===== src/rtl/ysyx_22041207_pipe_defs_pkg.sv =====
// ---------------------------------------------------------------------------
// ysyx_22041207_pipe_defs
// Shared pipeline-control definitions for the 5-stage RV64 core.
//   - Hazard-controller state encoding (RUN / MEM_WAIT / CSR_DRAIN).
//   - Default number of bubble cycles a CSR/system instruction waits in ID.
//   - Helper that turns a drain length into the drain counter's start value.
// ---------------------------------------------------------------------------
package ysyx_22041207_pipe_defs;

    localparam logic [1:0] ST_RUN       = 2'd0;
    localparam logic [1:0] ST_MEM_WAIT  = 2'd1;
    localparam logic [1:0] ST_CSR_DRAIN = 2'd2;

    localparam int DEF_DRAIN_CYCLES = 3;
    localparam int DRAIN_CNT_W      = 3;

    // The counter is loaded on the first stall cycle, which already counts
    // as one of the drain cycles, so it starts one below the drain length.
    function automatic logic [DRAIN_CNT_W-1:0] drain_start(input int cycles);
        return DRAIN_CNT_W'(cycles - 1);
    endfunction

endpackage


===== src/rtl/ysyx_22041207_sat_counter.sv =====
// ---------------------------------------------------------------------------
// ysyx_22041207_sat_counter
// Saturating up-counter, updated on the falling clock edge (the edge the
// pipeline stage registers use). Sticks at all-ones instead of wrapping.
// Ports:
//   clk    : core clock (state changes on negedge)
//   rst_n  : asynchronous active-low reset, clears the count
//   i_en   : count this cycle
//   o_cnt  : current count
// ---------------------------------------------------------------------------
module ysyx_22041207_sat_counter #(
    parameter int CNT_W = 32
) (
    input  logic             clk,
    input  logic             rst_n,
    input  logic             i_en,
    output logic [CNT_W-1:0] o_cnt
);

    logic [CNT_W-1:0] r_cnt;

    always_ff @(negedge clk or negedge rst_n) begin
        if (!rst_n) begin
            r_cnt <= '0;
        end else if (i_en && (r_cnt != {CNT_W{1'b1}})) begin
            r_cnt <= r_cnt + CNT_W'(1);
        end
    end

    assign o_cnt = r_cnt;

endmodule


===== src/rtl/ysyx_22041207_hazard_ctrl.sv =====
// ---------------------------------------------------------------------------
// ysyx_22041207_hazard_ctrl
// Hazard/control unit for the 5-stage RV64 pipeline. Generates hold, clear
// and flush controls for the IF/ID, ID/EX and EX/MEM stage registers from:
//   - load-use hazards between ID and a load in EX,
//   - control redirects resolved in EX,
//   - multi-cycle LSU waits,
//   - CSR/system instructions, which are held in ID until older ones retire.
// Ports:
//   clk, rst_n                    : clock (negedge updates), async active-low reset
//   id_rs1addr/id_rs2addr         : source registers of the ID instruction
//   id_use_rs1/id_use_rs2         : ID instruction actually reads rs1/rs2
//   id_csr                        : ID instruction needs serialisation
//   ex_rwaddr/ex_writeRD          : destination of the EX instruction
//   ex_memoryReadWen              : EX instruction is a load
//   ex_redirect                   : EX resolved a taken redirect this cycle
//   mem_req_valid/mem_req_ready   : LSU handshake in MEM
//   pc_stall, ifid_stall, ifid_flush, idex_bubble, idex_clear, idex_flush,
//   exmem_stall                   : stage-register controls (combinational)
//   stall_cnt                     : saturating count of PC-stall cycles
// ---------------------------------------------------------------------------
module ysyx_22041207_hazard_ctrl
    import ysyx_22041207_pipe_defs::*;
#(
    parameter int DRAIN_CYCLES = DEF_DRAIN_CYCLES,
    parameter int CNT_W        = 32
) (
    input  logic             clk,
    input  logic             rst_n,
    input  logic [4:0]       id_rs1addr,
    input  logic [4:0]       id_rs2addr,
    input  logic             id_use_rs1,
    input  logic             id_use_rs2,
    input  logic             id_csr,
    input  logic [4:0]       ex_rwaddr,
    input  logic             ex_writeRD,
    input  logic             ex_memoryReadWen,
    input  logic             ex_redirect,
    input  logic             mem_req_valid,
    input  logic             mem_req_ready,
    output logic             pc_stall,
    output logic             ifid_stall,
    output logic             ifid_flush,
    output logic             idex_bubble,
    output logic             idex_clear,
    output logic             idex_flush,
    output logic             exmem_stall,
    output logic [CNT_W-1:0] stall_cnt
);

    localparam logic [DRAIN_CNT_W-1:0] DRAIN_LAST = drain_start(DRAIN_CYCLES);

    logic [1:0]             r_state;
    logic [1:0]             r_ret_state;
    logic [DRAIN_CNT_W-1:0] r_drain_cnt;

    logic [1:0]             w_nxt_state;
    logic [1:0]             w_nxt_ret_state;
    logic [DRAIN_CNT_W-1:0] w_nxt_drain_cnt;
    logic [1:0]             w_eff_state;
    logic                   w_load_use;
    logic                   w_mem_wait;
    logic                   w_pc_stall;
    logic                   w_ifid_stall;
    logic                   w_ifid_flush;
    logic                   w_idex_bubble;
    logic                   w_idex_clear;
    logic                   w_idex_flush;
    logic                   w_exmem_stall;

    assign w_load_use = ex_memoryReadWen & ex_writeRD & (ex_rwaddr != 5'd0) &
                        ((id_use_rs1 & (id_rs1addr == ex_rwaddr)) |
                         (id_use_rs2 & (id_rs2addr == ex_rwaddr)));

    assign w_mem_wait = mem_req_valid & ~mem_req_ready;

    // Once the LSU completes, the cycle is handled as if we were already
    // back in the saved state, so a held redirect or a paused drain acts
    // on the exit cycle itself.
    assign w_eff_state = (r_state == ST_MEM_WAIT) ? r_ret_state : r_state;

    always_comb begin
        w_nxt_state     = w_eff_state;
        w_nxt_ret_state = r_ret_state;
        w_nxt_drain_cnt = r_drain_cnt;
        w_pc_stall      = 1'b0;
        w_ifid_stall    = 1'b0;
        w_ifid_flush    = 1'b0;
        w_idex_bubble   = 1'b0;
        w_idex_clear    = 1'b0;
        w_idex_flush    = 1'b0;
        w_exmem_stall   = 1'b0;

        if (w_mem_wait) begin
            // Whole front of the pipe freezes; drain count is kept as-is.
            w_pc_stall    = 1'b1;
            w_ifid_stall  = 1'b1;
            w_idex_bubble = 1'b1;
            w_exmem_stall = 1'b1;
            w_nxt_state   = ST_MEM_WAIT;
            if (r_state != ST_MEM_WAIT) begin
                w_nxt_ret_state = r_state;
            end
        end else if (ex_redirect) begin
            // The ID instruction (including a draining CSR op) is squashed.
            w_ifid_flush    = 1'b1;
            w_idex_flush    = 1'b1;
            w_nxt_state     = ST_RUN;
            w_nxt_ret_state = ST_RUN;
            w_nxt_drain_cnt = '0;
        end else if (w_eff_state == ST_CSR_DRAIN) begin
            w_nxt_ret_state = ST_RUN;
            if (r_drain_cnt == '0) begin
                w_nxt_state = ST_RUN;
            end else begin
                w_pc_stall      = 1'b1;
                w_ifid_stall    = 1'b1;
                w_idex_clear    = 1'b1;
                w_nxt_drain_cnt = r_drain_cnt - DRAIN_CNT_W'(1);
            end
        end else if (id_csr) begin
            w_pc_stall      = 1'b1;
            w_ifid_stall    = 1'b1;
            w_idex_clear    = 1'b1;
            w_nxt_state     = ST_CSR_DRAIN;
            w_nxt_ret_state = ST_RUN;
            w_nxt_drain_cnt = DRAIN_LAST;
        end else begin
            w_nxt_ret_state = ST_RUN;
            if (w_load_use) begin
                w_pc_stall   = 1'b1;
                w_ifid_stall = 1'b1;
                w_idex_clear = 1'b1;
            end
        end
    end

    always_ff @(negedge clk or negedge rst_n) begin
        if (!rst_n) begin
            r_state     <= ST_RUN;
            r_ret_state <= ST_RUN;
            r_drain_cnt <= '0;
        end else begin
            r_state     <= w_nxt_state;
            r_ret_state <= w_nxt_ret_state;
            r_drain_cnt <= w_nxt_drain_cnt;
        end
    end

    // Controls are forced low while reset is asserted so the stage
    // registers see a quiet pipe immediately, not at the next edge.
    assign pc_stall    = rst_n & w_pc_stall;
    assign ifid_stall  = rst_n & w_ifid_stall;
    assign ifid_flush  = rst_n & w_ifid_flush;
    assign idex_bubble = rst_n & w_idex_bubble;
    assign idex_clear  = rst_n & w_idex_clear;
    assign idex_flush  = rst_n & w_idex_flush;
    assign exmem_stall = rst_n & w_exmem_stall;

    ysyx_22041207_sat_counter #(
        .CNT_W (CNT_W)
    ) u_stall_cnt (
        .clk   (clk),
        .rst_n (rst_n),
        .i_en  (w_pc_stall),
        .o_cnt (stall_cnt)
    );

`ifndef SYNTHESIS
    a_bubble_clear_excl: assert property (@(negedge clk) disable iff (!rst_n)
        !(idex_bubble && idex_clear));
    a_flush_no_stall: assert property (@(negedge clk) disable iff (!rst_n)
        idex_flush |-> !pc_stall);
    a_drain_cnt_range: assert property (@(negedge clk) disable iff (!rst_n)
        r_drain_cnt <= DRAIN_LAST);
`endif

endmodule

===== config.mk =====
export PLATFORM = sky130hd
export DESIGN_NAME = ysyx_22041207_hazard_ctrl
export DESIGN_NICKNAME = d
export VERILOG_FILES = /design/src/rtl/ysyx_22041207_pipe_defs_pkg.sv /design/src/rtl/ysyx_22041207_sat_counter.sv /design/src/rtl/ysyx_22041207_hazard_ctrl.sv
export SDC_FILE = /design/constraint.sdc
export NUM_CORES = 1
export LEC_CHECK = 0
export BUFFER_PORTS_ARGS = -buffer_cell sky130_fd_sc_hd__buf_2
export CAP_MARGIN = 20
export CORE_MARGIN = 1.5
export CORE_UTILIZATION = 30
export DETAILED_ROUTE_END_ITERATION = 7
export GPL_ROUTABILITY_DRIVEN = 0
export PLACE_DENSITY = 0.54
export SYNTH_ARGS = -nofsm -noshare
export SYNTH_HDL_FRONTEND = slang
export SYNTH_SLANG_ARGS = --single-unit

===== constraint.sdc =====
create_clock -name clk -period 4.25 [get_ports clk]
set_clock_uncertainty 0.05 [all_clocks]
set_input_delay 0.2125 -clock clk [delete_from_list [all_inputs] [get_ports clk]]
set_output_delay 0.2125 -clock clk [all_outputs]
set_load 0.005 [all_outputs]

# Word level (Yosys, flattened, before mapping)
# Cells that the tools add are included.
dict set report word_totals {
  mem_bits_ro 0
  out_inout_bits 39
  ff_bits 39
  n_memories 0
  word_cells 54
  inputBits 25
  latchBits 0
  ram_bits 0
}
dict set report op_classes {
  n_reduce_logical 5
  n_lt_le_gt_ge 0
  n_eq_ne 8
  add_sub_neg 2
  mul 0
  mux 22
  div_mod_pow 0
  n_bitwise 13
  shifts 0
}
# op count
set ops {}
lappend ops {{$add A32 B1 Y32 const B} 1}
lappend ops {{$ne A32 B32 Y1 const B} 1}
lappend ops {{$mux W2} 8}
lappend ops {{$mux W3} 4}
lappend ops {{$and A1 B1 Y1} 10}
lappend ops {{$eq A5 B5 Y1} 2}
lappend ops {{$mux W1} 10}
lappend ops {{$reduce_bool A5 Y1} 1}
lappend ops {{$ne A2 B1 Y1 const B} 2}
lappend ops {{$logic_not A3 Y1} 1}
lappend ops {{$ne A3 B3 Y1 const B} 1}
lappend ops {{$reduce_and A3 Y1} 1}
lappend ops {{$reduce_bool A3 Y1} 1}
lappend ops {{$sub A3 B1 Y3 const B} 1}
lappend ops {{$eq A2 B1 Y1 const B} 1}
lappend ops {{$eq A2 B2 Y1 const B} 1}
lappend ops {{$not A1 Y1} 2}
lappend ops {{$logic_and A1 B1 Y1} 1}
lappend ops {{$or A1 B1 Y1} 1}

# Logic depth before layout (Yosys ltp)
dict set report depth {
  depth_word 10
  mapped_depth 11
  depth_no_buf 9
}

# Modules after synthesis
# A second synthesis with hierarchy kept.
dict set report unflattened {
  cells_unflattened 226
  area_unflattened_um2 2253.4
}
# module cells_per_inst seq_area_each_um2 n_inst area_per_inst_um2
set modules_own_cells {}
lappend modules_own_cells {ysyx_22041207_sat_counter 151 800.8 1 1624.1}
lappend modules_own_cells {ysyx_22041207_hazard_ctrl 75 175.2 1 629.4}

==> qor.txt <==
CP Max Fanout = 3
row count = 32
final wirelength = 5532 µm
initial drt markers = 100
Syn. warnings = 0
total grt overflow = 0
first-pass GRT wire length = 9770 µm
ys async rst share = 1.000
Hold Path Depth = 1
# hold bufs at CTS = 0
commonest non-fill, non-tap cell in the layout = buf_2
Hold EP = u_stall_cnt.o_cnt[19]$_DFFE_NN0P_
Top Family by Delay on Critical Path = flip-flops
final hold vios = 0
CTS clk-pin slew, worst paths = 0.06 ns
antenna violations before repair = 0
vias per cell = 4.915
R2R Path End = u_stall_cnt.o_cnt[9]$_DFFE_NN0P_
setup tns final = -0.3819 ns
chip width = 92.16 µm
Seq/Total Area, Yosys = 0.4092
Mapped Nets = 255
Post-Syn Area = 2385 µm²
Clock Latency Late Sink = 0.30 ns
worst min path class = register to register
# Max-Cap Violations = 0
Crit-path slowest cell = dfrtn_1
drt first pass iters = 4
I/O Pins = 64
critical path class = register to output pin
Cells after Synth = 227
violated checks = setup timing
reg2reg start = r_drain_cnt[0]$_DFFE_NN0P_
clock sinks = 39
Root Driver = clkbuf_8
Netlist cell types = 53
initial core utilization = 0.3086
worst reg2reg path depth = 11
CTS buffer count = 5
RSZ-0062 raised after global routing = yes
crit end category = output pin
crit path buf inv count = 4
Critical Path Start Type = register
most frequent cells in the layout = buf_2 (63), dfrtn_1 (39), xor2_1 (23)
# DRC = 0
Synth Register Bits = 39
setup slack after layout = -0.1323 ns
Tightest Pin Transition = 0.8491 ns
worst path required time = 3.99 ns
crit-path cells = inv_2, ha_4, ha_4, and3b_2, a211oi_4, buf_6, buf_6, nand3_2, nor2_1, buf_2
largest net degree at the start of global routing = 20
syn avg cell area = 10.51 µm²
min-delay src = u_stall_cnt.o_cnt[19]$_DFFE_NN0P_
# port buffers = 63
Final nets = 327
reg2reg setup slack = 1.69 ns
final setup fails = 3
status = finished, violations left
Slew Viols, Final = 0
maximum clock path buffer count = 2
crit-path max cell delay = 0.42 ns
Post-DP HPWL = 3990 µm
number of routed nets with antenna violations = 0
post-detailed-route wirelength per cell = 13.76 µm
CORE AREA = 7727 µm²
pwr dens = 367.9 nW/µm²
Antenna Diode Count = 0
post-place setup slack = -0.04108 ns
ys flop type = dfrtn_1
LEAKAGE = 1.318 nW
routed vias = 1976
area delta synth->final = 25.39%
Final Hold Slack = 0.3913 ns
die area = 8493 µm²
Global Route Usage Sum = 0.1432
WP data arrival = 4.12 ns
Worst VDD drop = 244.2 µV
EDFF count, synth = 0
vias in the first global route = 2040
slew margin rel. = 0.4333
share of cells above drive strength 1 = 0.3800
CTS tree = done
Die Y = 92.16 µm
htree depth = 2
## logic make-up (layout without fill, tap and decap cells)
group,after synthesis,after routing,share of synthesized area
buffers and inverters,15,88,0.03987
muxes,5,5,0.02518
and+or+nand+nor,112,112,0.3012
DFF,39,39,0.4092
xor gates and xnor gates,39,39,0.1495
AOI/OAI and AO/OA,14,14,0.05928
adders and majority gates,3,3,0.01574
## power breakdown
part,switching (mW),leakage [nW],total (mW),internal (mW)
registers,0.0957,0.464,0.541,0.446
logic,0.145,0.812,0.311,0.166
clock network,0.132,0.0422,0.248,0.115
## synth_stat cells, types with 2 or more instances
library cell / instances / share of area
nand4_1: 15 / 0.039
or3_1: 3 / 0.0079
dfrtn_1: 39 / 0.41
nor2b_1: 2 / 0.0052
nor2_1: 14 / 0.022
nand2_1: 15 / 0.024
and4_1: 3 / 0.011
inv_1: 6 / 0.0094
xnor2_1: 14 / 0.051
buf_4: 4 / 0.013
nand3_1: 15 / 0.031
and3_1: 5 / 0.013
nor4b_2: 3 / 0.019
or2_1: 2 / 0.0052
ha_1: 3 / 0.016
nor3_1: 12 / 0.025
nor4_2: 5 / 0.026
buf_6: 3 / 0.014
xor2_1: 23 / 0.084
and2_1: 2 / 0.0052
a21oi_1: 4 / 0.0084
mux2_2: 3 / 0.014
xnor2_2: 2 / 0.014
## routing by layer
metal	global-route usage	wire, µm	vias up	part of all wire
li1	-	-	950	-
met1	0.1935	2651	978	0.48
met2	0.2309	2631	41	0.48
met3	0.02736	191	7	0.035
met4	0.04359	57	0	0.010
met5	0	0	-	0
## flip-flops by register name, indices dropped and copies added, names as in the netlist
signal and flops:
u_stall_cnt.o_cnt 32, r_drain_cnt 3, r_ret_state 2, r_state 2
## final cells by class
| cell class | count | area (µm²) |
|---|---|---|
| Clock buffer | 7 | 76.32 |
| Timing Repair Buffer | 74 | 430.4 |
| Sequential cell | 39 | 975.9 |
| Clock inverter | 1 | 5.005 |
| Inverter | 6 | 22.52 |
| Multi-Input combinational cell | 173 | 1353 |
| Fill cell | 775 | 4737 |
| Tap cell | 102 | 127.6 |
## timing repair
item                                    CTS  global route
setup buffers                             4             1
endpoints found under the setup margin    3             3
pin swaps                                 4             4
gates cloned                              1             0
gates resized for setup                   2             4
## worst reg2reg max path: stages, from the launching register on
cell	delay [ns]
dfrtn_1	0.42
inv_2	0.06
ha_4	0.16
ha_4	0.15
and3b_2	0.20
a211oi_4	0.20
buf_6	0.15
a31oi_4	0.11
buf_4	0.17
buf_4	0.19
or3_4	0.41
xnor2_2	0.13
## stage by stage
stage / std cells / util / power [mW] / cell area [µm²]
floorplan: 227 / - / 0.7087 / 2411
global placement: 389 / 0.3669 / 0.8362 / 2835
detailed placement: 389 / 0.3669 / 0.8441 / 2835
CTS: 402 / 0.3863 / 1.113 / 2985
global route: 402 / 0.3870 / 1.181 / 2990
finish: 402 / 0.3870 / 1.100 / 2990
## how the worst max path moves through the flow
stage	from	end	slack, ns	depth (start not counted)
2_1_floorplan	r_drain_cnt[0]$_DFFE_NN0P_	pc_stall	-0.09	11
3_3_place_gp	r_drain_cnt[1]$_DFFE_NN0P_	ifid_stall	0.02	10
3_5_place_dp	r_drain_cnt[0]$_DFFE_NN0P_	ifid_stall	-0.04	10
4_1_cts	r_drain_cnt[0]$_DFFE_NN0P_	ifid_stall	-0.36	10
5_1_grt	r_drain_cnt[0]$_DFFE_NN0P_	idex_clear	-0.23	10
6_report	r_drain_cnt[0]$_DFFE_NN0P_	idex_clear	-0.13	10
No activity file was read; power rests on OpenSTA's default activity.
